==> config.mk <==
export PLATFORM = sky130hd
export DESIGN_NAME = sr_cmd_gen_flat
export DESIGN_NICKNAME = d
export VERILOG_FILES = /design/src/rtl/sr_cmd_gen_if.sv /design/src/rtl/sr_cmd_gen.sv /design/src/flat_wrapper.sv
export SDC_FILE = /design/constraint.sdc
export NUM_CORES = 1
export LEC_CHECK = 0
export CORE_MARGIN = 2
export CORE_UTILIZATION = 30
export CTS_CLUSTER_SIZE = 28
export DETAILED_ROUTE_END_ITERATION = 8
export GPL_ROUTABILITY_DRIVEN = 0
export SYNTH_ARGS = -nofsm -noshare
export SYNTH_HDL_FRONTEND = slang
export SYNTH_SLANG_ARGS = --single-unit
==> constraint.sdc <==
create_clock -name clk -period 2.2 [get_ports clk]
set_input_delay 0.44 -clock clk [delete_from_list [all_inputs] [get_ports clk]]
set_output_delay 0.44 -clock clk [all_outputs]
set_load 0.05 [all_outputs]
==> src/rtl/sr_cmd_gen_if.sv <==
// Button-to-latch command bundle: raw buttons in, clean s/r/en commands out.
// Latency: none (wiring only).
// Backpressure: none; the latch consumes every command strobe.
interface sr_cmd_gen_if;
   logic set_btn;
   logic reset_btn;
   logic s;
   logic r;
   logic en;
   logic busy;
   logic conflict;

   // Board/pin side: drives the buttons and watches the latch commands.
   modport master (
      output set_btn, reset_btn,
      input  s, r, en, busy, conflict
   );

   // Command generator side.
   modport slave (
      input  set_btn, reset_btn,
      output s, r, en, busy, conflict
   );
endinterface

==> src/rtl/sr_cmd_gen.sv <==
// Debounces set/reset buttons into registered s/r/en pulses for the SR latch, never s=r=1.
// Latency: button first sampled at edge k -> en high after edge k+DB_CYCLES+2, for PULSE_CYCLES.
// Backpressure: none; presses are ignored while busy, one command per press, no auto-repeat.
module sr_cmd_gen #(
   parameter int DB_CYCLES    = 16,
   parameter int PULSE_CYCLES = 2,
   parameter int CNT_W        = 8
) (
   input  logic         clk,
   input  logic         rst,
   sr_cmd_gen_if.slave  bus
);

   typedef enum logic [1:0] {IDLE, DEBOUNCE, DRIVE, WAIT_REL} state_t;

   localparam logic [CNT_W-1:0] DB_LAST    = CNT_W'(DB_CYCLES - 1);
   localparam logic [CNT_W-1:0] PULSE_LAST = CNT_W'(PULSE_CYCLES - 1);
   localparam logic [CNT_W-1:0] CNT_ONE    = CNT_W'(1);

   state_t           state, state_nx;
   logic [CNT_W-1:0] cnt, cnt_nx;
   logic [1:0]       cand, cand_nx;
   logic [1:0]       code;
   logic             set_meta, set_sync, reset_meta, reset_sync;
   logic             s_q, r_q, en_q, busy_q, conflict_q;
   logic             s_nx, r_nx, en_nx, conflict_nx;

   assign code = {set_sync, reset_sync};

   // Two-flop synchronizers bring the asynchronous buttons into the clk domain.
   always_ff @(posedge clk or posedge rst) begin
      if (rst) begin
         set_meta   <= 1'b0;
         set_sync   <= 1'b0;
         reset_meta <= 1'b0;
         reset_sync <= 1'b0;
      end else begin
         set_meta   <= bus.set_btn;
         set_sync   <= set_meta;
         reset_meta <= bus.reset_btn;
         reset_sync <= reset_meta;
      end
   end

   // State, counter and registered command outputs.
   always_ff @(posedge clk or posedge rst) begin
      if (rst) begin
         state      <= IDLE;
         cnt        <= '0;
         cand       <= 2'b00;
         s_q        <= 1'b0;
         r_q        <= 1'b0;
         en_q       <= 1'b0;
         busy_q     <= 1'b0;
         conflict_q <= 1'b0;
      end else begin
         state      <= state_nx;
         cnt        <= cnt_nx;
         cand       <= cand_nx;
         s_q        <= s_nx;
         r_q        <= r_nx;
         en_q       <= en_nx;
         busy_q     <= (state_nx != IDLE);
         conflict_q <= conflict_nx;
      end
   end

   // Next-state logic; commands default low so s/r can only be set while en is driven.
   always_comb begin
      state_nx    = state;
      cnt_nx      = cnt;
      cand_nx     = cand;
      s_nx        = 1'b0;
      r_nx        = 1'b0;
      en_nx       = 1'b0;
      conflict_nx = 1'b0;
      case (state)
         IDLE: begin
            if (code != 2'b00) begin
               cand_nx  = code;
               cnt_nx   = '0;
               state_nx = DEBOUNCE;
            end
         end
         DEBOUNCE: begin
            if (code != cand) begin
               // Any change during qualification is treated as bounce.
               cnt_nx   = '0;
               state_nx = IDLE;
            end else if (cnt == DB_LAST) begin
               cnt_nx = '0;
               if (cand == 2'b11) begin
                  // Both buttons held: flag it and issue no command.
                  conflict_nx = 1'b1;
                  state_nx    = WAIT_REL;
               end else begin
                  en_nx    = 1'b1;
                  s_nx     = cand[1];
                  r_nx     = cand[0];
                  state_nx = DRIVE;
               end
            end else begin
               cnt_nx = cnt + CNT_ONE;
            end
         end
         DRIVE: begin
            if (cnt == PULSE_LAST) begin
               cnt_nx   = '0;
               state_nx = WAIT_REL;
            end else begin
               en_nx  = en_q;
               s_nx   = s_q;
               r_nx   = r_q;
               cnt_nx = cnt + CNT_ONE;
            end
         end
         WAIT_REL: begin
            // Require a full debounce window of released buttons before re-arming.
            if (code == 2'b00) begin
               if (cnt == DB_LAST) begin
                  cnt_nx   = '0;
                  state_nx = IDLE;
               end else begin
                  cnt_nx = cnt + CNT_ONE;
               end
            end else begin
               cnt_nx = '0;
            end
         end
         default: begin
            cnt_nx   = '0;
            state_nx = IDLE;
         end
      endcase
   end

   assign bus.s        = s_q;
   assign bus.r        = r_q;
   assign bus.en       = en_q;
   assign bus.busy     = busy_q;
   assign bus.conflict = conflict_q;

endmodule

==> src/flat_wrapper.sv <==
// flat-port wrapper written by rule: the top's interface ports become plain ports
module sr_cmd_gen_flat 
#(
   parameter int DB_CYCLES    = 16,
   parameter int PULSE_CYCLES = 2,
   parameter int CNT_W        = 8
)
  (clk, rst, bus_set_btn, bus_reset_btn, bus_s, bus_r, bus_en, bus_busy, bus_conflict);
  sr_cmd_gen_if bus_i ();
  input  logic clk;
  input  logic rst;
  input wire logic [$bits(bus_i.set_btn)-1:0] bus_set_btn;
  input wire logic [$bits(bus_i.reset_btn)-1:0] bus_reset_btn;
  output wire logic [$bits(bus_i.s)-1:0] bus_s;
  output wire logic [$bits(bus_i.r)-1:0] bus_r;
  output wire logic [$bits(bus_i.en)-1:0] bus_en;
  output wire logic [$bits(bus_i.busy)-1:0] bus_busy;
  output wire logic [$bits(bus_i.conflict)-1:0] bus_conflict;
  assign bus_i.set_btn = bus_set_btn;
  assign bus_i.reset_btn = bus_reset_btn;
  assign bus_s = bus_i.s;
  assign bus_r = bus_i.r;
  assign bus_en = bus_i.en;
  assign bus_busy = bus_i.busy;
  assign bus_conflict = bus_i.conflict;
  sr_cmd_gen #(.DB_CYCLES(DB_CYCLES), .PULSE_CYCLES(PULSE_CYCLES), .CNT_W(CNT_W)) u_core (.clk(clk), .rst(rst), .bus(bus_i));
endmodule
* After elaboration in Yosys (flattened, before gate mapping)
Index checks and enable logic that the tools add are counted.
** Cells by class
- Reduce and logical (&&, ||, !) cells :: 5
- Bitwise gates (word level) :: 0
- Divide/modulo/power cells :: 0
- Shift-type cells :: 0
- $mul :: 0
- Magnitude comparators :: 0
- Multiplexer cells :: 31
- Equality and inequality tests :: 9
- Add/subtract/negate cells :: 1
** Operators by type and width (number)
- two-way mux 8 bit :: 5
- one-hot mux 8 bit (4 select lines) :: 1
- two-way mux 1 bit :: 15
- two-way mux 2 bit :: 6
- adder 8 x 1 -> 8 bit, second input constant :: 1
- equality test 8 x 1 -> 1 bit, second input constant :: 1
- equality test 8 x 4 -> 1 bit, second input constant :: 1
- one-hot mux 2 bit (4 select lines) :: 1
- equality test 2 bit, second input constant :: 3
- one-hot mux 1 bit (2 select lines) :: 3
- zero test 2 bit :: 2
- != test 2 x 1 -> 1 bit, second input constant :: 2
- nonzero test 2 bit :: 2
- equality test 2 x 1 -> 1 bit, second input constant :: 1
- != test 2 bit :: 1
- AND reduction 2 bit :: 1
** Word-level totals
- Logic and storage cells :: 58
- ROM bits :: 0
- Memories :: 0
- Bits in writable memories :: 0
- Output and inout port bits :: 5
- Register bits after elaboration :: 21
- Bits of input ports :: 4
- Bits in latches :: 0

* Logic depth before layout (Yosys ltp)
Gate-level depths: netlist of the first run.
- Depth after elaboration :: 6
- Mapped depth :: 8

* Least setup slack after synthesis of the first run
OpenSTA, ideal clock, no wires.
- Kind :: register to register
- From :: reg u_core.cnt[0]
- To :: reg u_core.state[0]
- Arrival :: 1.473 ns
- Cell stages (with the launch flop) :: 8
- Setup slack :: 0.570 ns
- Setup time :: 0.158 ns
- Required time :: 2.042 ns
- Path through :: dfrtp_1 > ha_1 > nor4b_1 > a21oi_1 > clkbuf_1 > inv_1 > nor2_1 > a21oi_1
** On the way
- Word-level cells in the longest chain between the ends :: 4
- Elaborated cells on any way between the ends :: 8
- Those cells by class :: 2 x eq/ne; 6 x mux
** Ends and longest elaborated chain
- start, declared :: line sr_cmd_gen.sv:21 : logic [CNT_W-1:0] cnt, cnt_nx;
- start signal, assigned :: line sr_cmd_gen.sv:58 : cnt <= cnt_nx;
- equality test 8 x 4 -> 1 bit :: line sr_cmd_gen.sv:90, sr_cmd_gen.sv:120
- two-way mux 2 bit, on equally long branches :: line sr_cmd_gen.sv:120, sr_cmd_gen.sv:90
- two-way mux 2 bit, on equally long branches :: line sr_cmd_gen.sv:119, sr_cmd_gen.sv:86
- one-hot mux 2 bit (4 select lines) * :: line sr_cmd_gen.sv:77 : case (state)
- via u_core.state_nx[0] :: line sr_cmd_gen.sv:20 : state_t state, state_nx;
- end signal, assigned :: line sr_cmd_gen.sv:57 : state <= state_nx;
- end, declared :: line sr_cmd_gen.sv:20
The timed path passes the listed nets; every way through them passes the cells marked *.
A chain may end at the register's enable or synchronous reset.

* Worst setup path after layout of the first run
- From :: reg u_core.en_q (netlist: u_core.bus.en)
- To :: out bus_en
** RTL lines
- start, declared :: line sr_cmd_gen.sv:25 : logic s_q, r_q, en_q, busy_q, conflict_q;
- start signal, assigned :: line sr_cmd_gen.sv:62 : en_q <= en_nx;
- end, declared :: line flat_wrapper.sv:16 : output wire logic [$bits(bus_i.en)-1:0] bus_en;
No word-level cell between the ends.

==> metrics.yaml, run 1 <==
status:
  run_status: "completed"
sta:
  slew_viol_final: 0
  skew_ps: 4.344
  max_slew_margin_pct: 66.66
  finalCriticalPeriod_ps: 1918
  hold_violations: 0
  tightest_slew_ps: 498.6
  timing.hold.ws_ps: 357.8
  fin_setup_tns_ps: 0
  min_period_over_period_pct: 87.17
  rsz0062_at_grt: "false"
  fmax_mhz: 521.4
  finalSetupViolCount: 0
layout:
  regArea_um2: 525.5
  finalNonFillerCells: 172
  final_util_pct: 36.03
  num_antenna_cells: 0
  nets: 133
  syn2layout_area_growth_pct: 14.02
  reg_top3: "u_core.cnt (8), u_core.cand (2), u_core.state (2)"
  multi_input_area_um2: 467.9
  drive_above_1_share_pct: 8.730
  top_register: "u_core.cnt"
  largest_reg_flops: 8
  n_fill_cell: 349
setup_path:
  regToRegEndpoint: "u_core.cnt[3]"
  crit_family: "buffers and inverters"
  cp-start-kind: "register"
  slowest_delay_ps: 810
  crit_arrival_ps: 1480
  endpoint_kind: "primary output"
  worstPathBufferInverterCount: 1
  worstPathCellList: "clkdlybuf4s50_1"
  r2r_cells: 5
  slowest_stage: "clkdlybuf4s50_1"
  r2r-start: "u_core.cnt[6]"
  r2r_slack_ps: 450
  critPathMaxFanout: 2
  worstPathRequired_ps: 1760
  critical_path_class: "reg -> out"
worst_hold_path:
  min_to: "u_core.set_sync"
  hold_path.class: "reg -> reg"
  min_from: "u_core.set_meta"
  min_path_cells: 0
yosys:
  synthCells: 116
  netlist_area_um2: 1071
  synth-seq-cells: 21
  yosysUniqueCellTypes: 32
  avgSynthCellArea_um2: 9.233
  yosys_warnings: 0
  ys.flop_type: "dfrtp_1"
  yosysSeqAreaShare_pct: 49.07
  netlist_top_cells_area: "dfrtp_1 (49%), nand2_1 (6.3%), a31oi_1 (5.3%)"
  yosys-top-cells-count: "dfrtp_1 (21), nand2_1 (18), nor2_1 (13)"
  synth_top_area_share_pct: 49.07
  yosys.area.top_type: "dfrtp_1"
  yosysMostFrequentCell: "dfrtp_1"
  async_reset_ff_share_pct: 100.0
  synth_edf_count: 0
  syn-num-nets: 122
clocking:
  htree_num_levels: 1
  cts_tree: "done"
  cts_made_buffers: 3
  cts_buffer_depth: 2
  cts.sinks: 21
  clockRootBuffer: "clkbuf_4"
  post-cts-setup-buffers: 0
  clk_pin_slew_ps: 110
  cts-resized-gates: 0
  postCtsHoldBufs: 0
  clock_latency_ps: 300
die:
  fp.dieW_um: 63.75
  ios: 9
  fp.coreArea_um2: 3390
  die_h_um: 63.75
  initial_core_util_pct: 31.60
  core.rowCount: 21
  dieArea_um2: 4064
detailed_routing:
  vias: 877
  post-route-drc-count: 0
  antenna_left: 0
  via_per_inst: 5.099
  firstDrtPassIters: 4
  drtIter0Drc: 63
  routed_wl_um: 2147
  avgRoutedWirePerCell_um: 12.48
run:
  maxCapViolations: 0
global_route:
  antenna_found_initial: 0
  grt_pass1_wl_um: 3753
  grt_overflow_total: 0
  grt_pass1_vias: 852
  grt_use_total_pct: 11.63
  grt_max_degree: 22
placed_design:
  post-dp-hpwl_um: 1587
  port_buffers: 8
  dp_cells: 168
power:
  p_clk_share_pct: 15.3
  p_leak_nw: 0.5211
  p_sw_mw: 0.4718
  power_switching_share_pct: 40.06
  powerDensity_nw_per_um2: 964.4
  ir_drop_mv: 0.2418
  combinationalPowerShare_pct: 39.4
  p_int_mw: 0.7059
  pwr-share-seq_pct: 45.3
routing by layer:
metal	part of all wire, %	GRT usage, %	up-vias
met5	0	0	-
met3	3.9	3.345	0
met1	46	14.14	432
met2	50	19.74	16
met4	0	3.804	0
li1	-	-	429
layout make-up:
type	instances	share of cell area (%)
multi-input cells	81	38.32
well taps	46	4.713
clock buffers	4	2.152
repair buffers	13	9.631
flip-flops and latches	21	43.03
inverters	7	2.152
worst max-delay path by stage:
stage	from	end	slack [ps]	depth (start not counted)
finish	u_core.bus.en	bus_en	280	1
global route	u_core.bus.en	bus_en	220	1
CTS	u_core.bus.en	bus_en	270	1
detailed placement	u_core.cnt[1]	u_core.cnt[3]	470	7
global placement	u_core.cnt[7]	u_core.bus.busy	550	5
floorplan	u_core.cnt[0]	u_core.state[0]	570	7
cells in the final DEF (no fill, tap or decap), types with 2 or more instances in the layout:
| master | n |
|---|---|
| xnor2_1 | 2 |
| a21oi_1 | 3 |
| dfrtp_1 | 21 |
| a32o_1 | 2 |
| ha_1 | 2 |
| clkbuf_4 | 3 |
| nor3_1 | 2 |
| a31oi_1 | 9 |
| inv_1 | 7 |
| nor2_1 | 13 |
| nand3_1 | 9 |
| o22ai_1 | 2 |
| and3_1 | 2 |
| nor4_1 | 2 |
| nand2_1 | 18 |
| buf_4 | 5 |
| clkdlybuf4s50_1 | 8 |
| o211ai_1 | 3 |
| o21ai_0 | 2 |
kinds of logic (layout without fill, tap and decap cells):
| group | Yosys count | after routing | share of synthesized area [%] |
|---|---|---|---|
| buffers and inverters | 14 | 24 | 7.243 |
| AND/OR/NAND/NOR | 52 | 52 | 23.83 |
| flip-flops | 21 | 21 | 49.07 |
| XOR/XNOR | 2 | 2 | 1.636 |
| AO/OA/AOI/OAI | 24 | 24 | 14.95 |
| adder cells (fa/ha/maj) | 2 | 2 | 2.336 |
| multiplexers | 1 | 1 | 0.9346 |
power by group through the flow:
stage | Clock (mW) | Sequential [mW] | Combinational, mW
final | 0.180 | 0.534 | 0.464
after global routing | 0.206 | 0.549 | 0.515
after CTS | 0.187 | 0.532 | 0.466
after detailed placement | 0 | 0.540 | 0.465
after global placement | 0 | 0.535 | 0.446
after floorplan | 0 | 0.512 | 0.379
through the flow:
| step | worst slack, ps | power [mW] | instance area, um^2 |
|---|---|---|---|
| floorplan | 569.8 | 0.8908 | 1071 |
| global placement | 549.3 | 0.9803 | 1195 |
| detailed placement | 472.4 | 1.004 | 1195 |
| CTS | 268.6 | 1.186 | 1221 |
| global route | 215.2 | 1.271 | 1221 |
| finish | 282.3 | 1.178 | 1221 |
(Power assumes the default switching activity.)
==> run 2: changes to the inputs <==
--- a/config.mk
+++ b/config.mk
@@ -10,6 +10,9 @@
 export CTS_CLUSTER_SIZE = 28
 export DETAILED_ROUTE_END_ITERATION = 8
 export GPL_ROUTABILITY_DRIVEN = 0
+export PLACE_DENSITY = 0.47
+export SETUP_SLACK_MARGIN = 0.3
+export SLEW_MARGIN = 20
 export SYNTH_ARGS = -nofsm -noshare
 export SYNTH_HDL_FRONTEND = slang
 export SYNTH_SLANG_ARGS = --single-unit
==> metrics.yaml, run 2 (synthesis results as in run 1) <==
status:
  run_status: "completed"
layout:
  num_antenna_cells: 0
  largest_reg_flops: 8
  n_fill_cell: 315
  final_common_cell: "dfrtp_1"
  layout_common_cells: "dfrtp_1 (21), nand2_1 (18), nor2_1 (13), a31oi_1 (9), nand3_1 (9)"
  final_util_pct: 36.21
  top_register: "u_core.cnt"
  finalNonFillerCells: 172
  regArea_um2: 525.5
  reg_top3: "u_core.cnt (8), u_core.cand (2), u_core.state (2)"
  drive_above_1_share_pct: 10.32
  nets: 133
  multi_input_area_um2: 471.7
  final_area_um2: 1227
  syn2layout_area_growth_pct: 14.60
clocking:
  cts_buffer_depth: 2
  cts_tree: "done"
  postCtsHoldBufs: 0
  clockRootBuffer: "clkbuf_4"
  clk_pin_slew_ps: 120
  cts.sinks: 21
  htree_num_levels: 1
  cts_made_buffers: 3
  clock_latency_ps: 310
sta:
  finalSetupViolCount: 0
  max_slew_margin_pct: 56.99
  tightest_slew_ps: 639.3
  min_period_over_period_pct: 81.92
  slew_viol_final: 0
  skew_ps: 5.079
  rsz0062_at_grt: "true"
  hold_violations: 0
  fmax_mhz: 554.9
  finalCriticalPeriod_ps: 1802
  fin_setup_tns_ps: 0
global_route:
  antenna_found_initial: 0
  grt_pass1_wl_um: 3795
  grt_overflow_total: 0
  grt_pass1_vias: 794
  grt_use_total_pct: 12.17
  grt_max_degree: 22
detailed_routing:
  routed_wl_um: 2099
  avgRoutedWirePerCell_um: 12.20
  top_layer: "met4"
  wl_met3_um: 93
  drtIter0Drc: 58
  firstDrtPassIters: 4
  via_per_inst: 5.058
  antenna_left: 0
  dr_wl_met2_um: 917
  post-route-drc-count: 0
  vias: 870
  wl_met1_um: 1037
placed_design:
  port_buffers: 8
  dp_cells: 167
  post-dp-hpwl_um: 1499
  placed_cell_area_um2: 1187
setup_path:
  critPathMaxFanout: 5
  endpoint_kind: "register"
  crit_arrival_ps: 2050
  r2r_slack_ps: 400
  worstPathRequired_ps: 2450
  cp-start-kind: "register"
  critical_path_class: "reg -> reg"
die:
  die_h_um: 63.75
  fp.coreArea_um2: 3390
  core.rowCount: 21
  fp.dieW_um: 63.75
  dieArea_um2: 4064
  ios: 9
  initial_core_util_pct: 31.60
worst_hold_path:
  hold_path.class: "reg -> reg"
run:
  maxCapViolations: 0
power:
  p_leak_nw: 0.5662
  total_power_mw: 1.182
  ir_drop_mv: 0.3641
  powerDensity_nw_per_um2: 963.1
[run 2: worst paths after layout]
kind | start | endpoint | cells after the start
min in group asynchronous | rst | u_core.cnt[6] | 3
worst max register to register | u_core.cnt[6] | u_core.bus.busy | 5
worst max-delay path | u_core.cnt[6] | u_core.bus.busy | 5
max in group asynchronous | rst | u_core.state[1] | 3
worst min-delay path | u_core.reset_meta | u_core.reset_sync | 0
worst min register to register | u_core.reset_meta | u_core.reset_sync | 0
[run 2: worst max-delay path, stage by stage (launching register included)]
cell,delay [ps]
dfrtp_1,450
nor4_1,600
nand2_1,170
nor2_1,280
a21o_1,140
o21bai_1,100
[run 2: per-layer routing]
layer / vias up / track usage (%)
li1: 431 / -
met1: 404 / 17.45
met2: 29 / 16.58
met3: 6 / 2.289
met4: 0 / 7.880
met5: - / 0
[run 2: area by class of cell]
| type | count | area share, % |
|---|---|---|
| clock inverters | 1 | 0.4077 |
| multi-input cells | 81 | 38.43 |
| flip-flops and latches | 21 | 42.81 |
| inverters | 7 | 2.141 |
| well taps | 46 | 4.689 |
| repair buffers | 13 | 9.684 |
| clock buffers | 3 | 1.835 |
[run 2: timing repair]
item | in CTS | in global routing
pin swaps | 0 | 1
setup buffers | 0 | 1
resized for setup | 3 | 3
endpoints found under the setup margin | 3 | 9
[run 2: per-stage QoR]
step	hold slack (ps)	setup WS (ps)
finish	360.8	397.8
global route	371.2	262.3
CTS	363.2	304.0
detailed placement	334.7	433.5
global placement	332.1	397.0
floorplan	331.2	569.8
[run 2: power breakdown]
group	internal, mW	switching, mW	total (mW)	leakage, nW
combinational	0.191	0.270	0.460	0.276
sequential	0.446	0.0850	0.531	0.273
clock	0.0680	0.123	0.191	0.0177
==> run 3: changes to the inputs <==
==> constraint.sdc (replaced) <==
create_clock -name clk -period 1.7 [get_ports clk]
set_input_delay 0.34 -clock clk [delete_from_list [all_inputs] [get_ports clk]]
set_output_delay 0.34 -clock clk [all_outputs]
set_load 0.05 [all_outputs]
==> metrics.yaml, run 3 (synthesis results as in run 1) <==
clocking:
  cts.sinks: 21
  cts_buffer_depth: 2
  clock_latency_ps: 310
  clk_pin_slew_ps: 130
  clockRootBuffer: "clkbuf_4"
  cts_tree: "done"
  cts_made_buffers: 3
  postCtsHoldBufs: 0
  htree_num_levels: 1
layout:
  drive_above_1_share_pct: 42.95
  top_register: "u_core.cnt"
  n_fill_cell: 320
  syn2layout_area_growth_pct: 43.46
  final_common_cell: "buf_4"
  nets: 156
  num_antenna_cells: 0
  reg_top3: "u_core.cnt (8), u_core.cand (2), u_core.state (2)"
  layout_common_cells: "buf_4 (31), dfrtp_1 (20), nand2_1 (16), nor2_1 (9)"
  largest_reg_flops: 8
worst_hold_path:
  hold_path.class: "in -> async"
sta:
  fin_setup_tns_ps: 0
  fmax_mhz: 624.0
  slew_viol_final: 0
  skew_ps: 7.153
  rsz0062_at_grt: "true"
  finalCriticalPeriod_ps: 1603
  tightest_slew_ps: 331.4
  min_period_over_period_pct: 94.27
  finalSetupViolCount: 0
  hold_violations: 0
  max_slew_margin_pct: 77.90
die:
  die_h_um: 63.75
  fp.dieW_um: 63.75
  initial_core_util_pct: 31.60
  fp.coreArea_um2: 3390
  dieArea_um2: 4064
  ios: 9
  core.rowCount: 21
placed_design:
  port_buffers: 8
  post-dp-hpwl_um: 1664
run:
  maxCapViolations: 0
power:
  ir_drop_mv: 0.4171
  powerDensity_nw_per_um2: 1236
  total_power_mw: 1.898
  p_leak_nw: 0.6728
setup_path:
  critPathMaxFanout: 3
  r2r_slack_ps: 100
  slowest_stage: "or4_4"
  r2r_cells: 5
  cp-start-kind: "register"
  critical_path_class: "reg -> reg"
  regToRegEndpoint: "u_core.bus.busy"
  r2r-start: "u_core.cnt[7]"
  worstPathCellList: "or4_4 > nor2_4 > nand2_1 > a21o_1 > o21bai_1"
  crit_arrival_ps: 1810
  slowest_delay_ps: 570
  worstPathRequired_ps: 1910
  endpoint_kind: "register"
detailed_routing:
  antenna_left: 0
  post-route-drc-count: 0
  drtIter0Drc: 8
  avgRoutedWirePerCell_um: 12.66
  vias: 968
  firstDrtPassIters: 4
  via_per_inst: 4.964
  routed_wl_um: 2469
global_route:
  grt_max_degree: 22
  grt_pass1_wl_um: 4388
  grt_pass1_vias: 961
  grt_overflow_total: 0
  antenna_found_initial: 0
  grt_use_total_pct: 13.68
status:
  run_status: "completed"
==> run 3: cell types whose count changed in the layout (fill, tap and decap cells not counted), moves of 2 or more <==
cell,previous run,this run
ha_2,0,2
buf_4,5,31
ha_1,2,0
a31oi_1,9,6
nor2_1,13,9
dlygate4sd2_1,3,0
a31oi_4,0,2
nand3_1,9,6
nand2_2,0,2
nand2_1,18,16
dlymetal6s2s_1,2,0
nand3_2,0,3
nor2_4,1,4
buf_6,0,2
==> run 3: how the worst max path moves through the flow <==
stage	from	endpoint	slack, ps	cells past startpoint
finish	u_core.cnt[7]	u_core.bus.busy	100	5
global route	u_core.reset_sync	u_core.cnt[3]	-60	6
CTS	u_core.cnt[6]	u_core.bus.busy	110	5
detailed placement	u_core.cnt[4]	u_core.bus.busy	60	5
global placement	u_core.cnt[7]	u_core.bus.busy	50	6
floorplan	u_core.cnt[4]	u_core.bus.busy	140	5
==> run 3: worst max-delay path, delay by kind of cell (launching register included) <==
kind             cells  cell delay, ps
flip-flops           1             410
AO/OA/AOI/OAI        2             320
AND/OR/NAND/NOR      3             780
==> run 3: layout make-up <==
| cell class | instances | area [um^2] | area share [%] |
|---|---|---|---|
| clock buffer | 3 | 22.52 | 1.466 |
| timing repair buffer | 36 | 285.3 | 18.57 |
| multi-input combinational | 81 | 613.1 | 39.90 |
| tap | 46 | 57.56 | 3.746 |
| clock inverter | 1 | 5.005 | 0.3257 |
| inverter | 7 | 26.28 | 1.710 |
| sequential | 21 | 526.8 | 34.28 |
==> run 3: layer usage <==
| layer | GRT usage [%] | vias to the layer above | part of all wire, % |
|---|---|---|---|
| met3 | 1.585 | 8 | 2.4 |
| met2 | 22.24 | 16 | 47 |
| met5 | 0 | - | 0 |
| met1 | 17.60 | 463 | 48 |
| li1 | - | 481 | - |
| met4 | 7.880 | 0 | 3.1 |
==> run 3: metrics by stage <==
| step | cell area, um^2 | utilization (%) | worst slack (ps) | std cells | hold WS, ps |
|---|---|---|---|---|---|
| after floorplan | 1086 | - | 140.0 | 116 | 316.5 |
| after global placement | 1255 | 37.02 | 48.18 | 177 | 333.2 |
| final | 1536 | 45.33 | 97.48 | 195 | 344.7 |
| after detailed placement | 1255 | 37.02 | 56.98 | 177 | 335.5 |
| after CTS | 1465 | 43.23 | 111.8 | 194 | 343.2 |
| after global routing | 1536 | 45.33 | -64.10 | 195 | 375.6 |
==> run 3: timing repair <==
action | CTS | global route
endpoints found under the hold margin | 0 | 0
setup buffers | 13 | 1
cloned | 0 | 0
resized for setup | 20 | 11
endpoints found under the setup margin | 14 | 15
pin swaps | 8 | 5
==> run 3: report_power, final <==
group / switching, mW / leakage, nW / internal [mW]
registers: 0.0761 / 0.272 / 0.577
clock network: 0.160 / 0.0177 / 0.0878
logic: 0.534 / 0.383 / 0.462
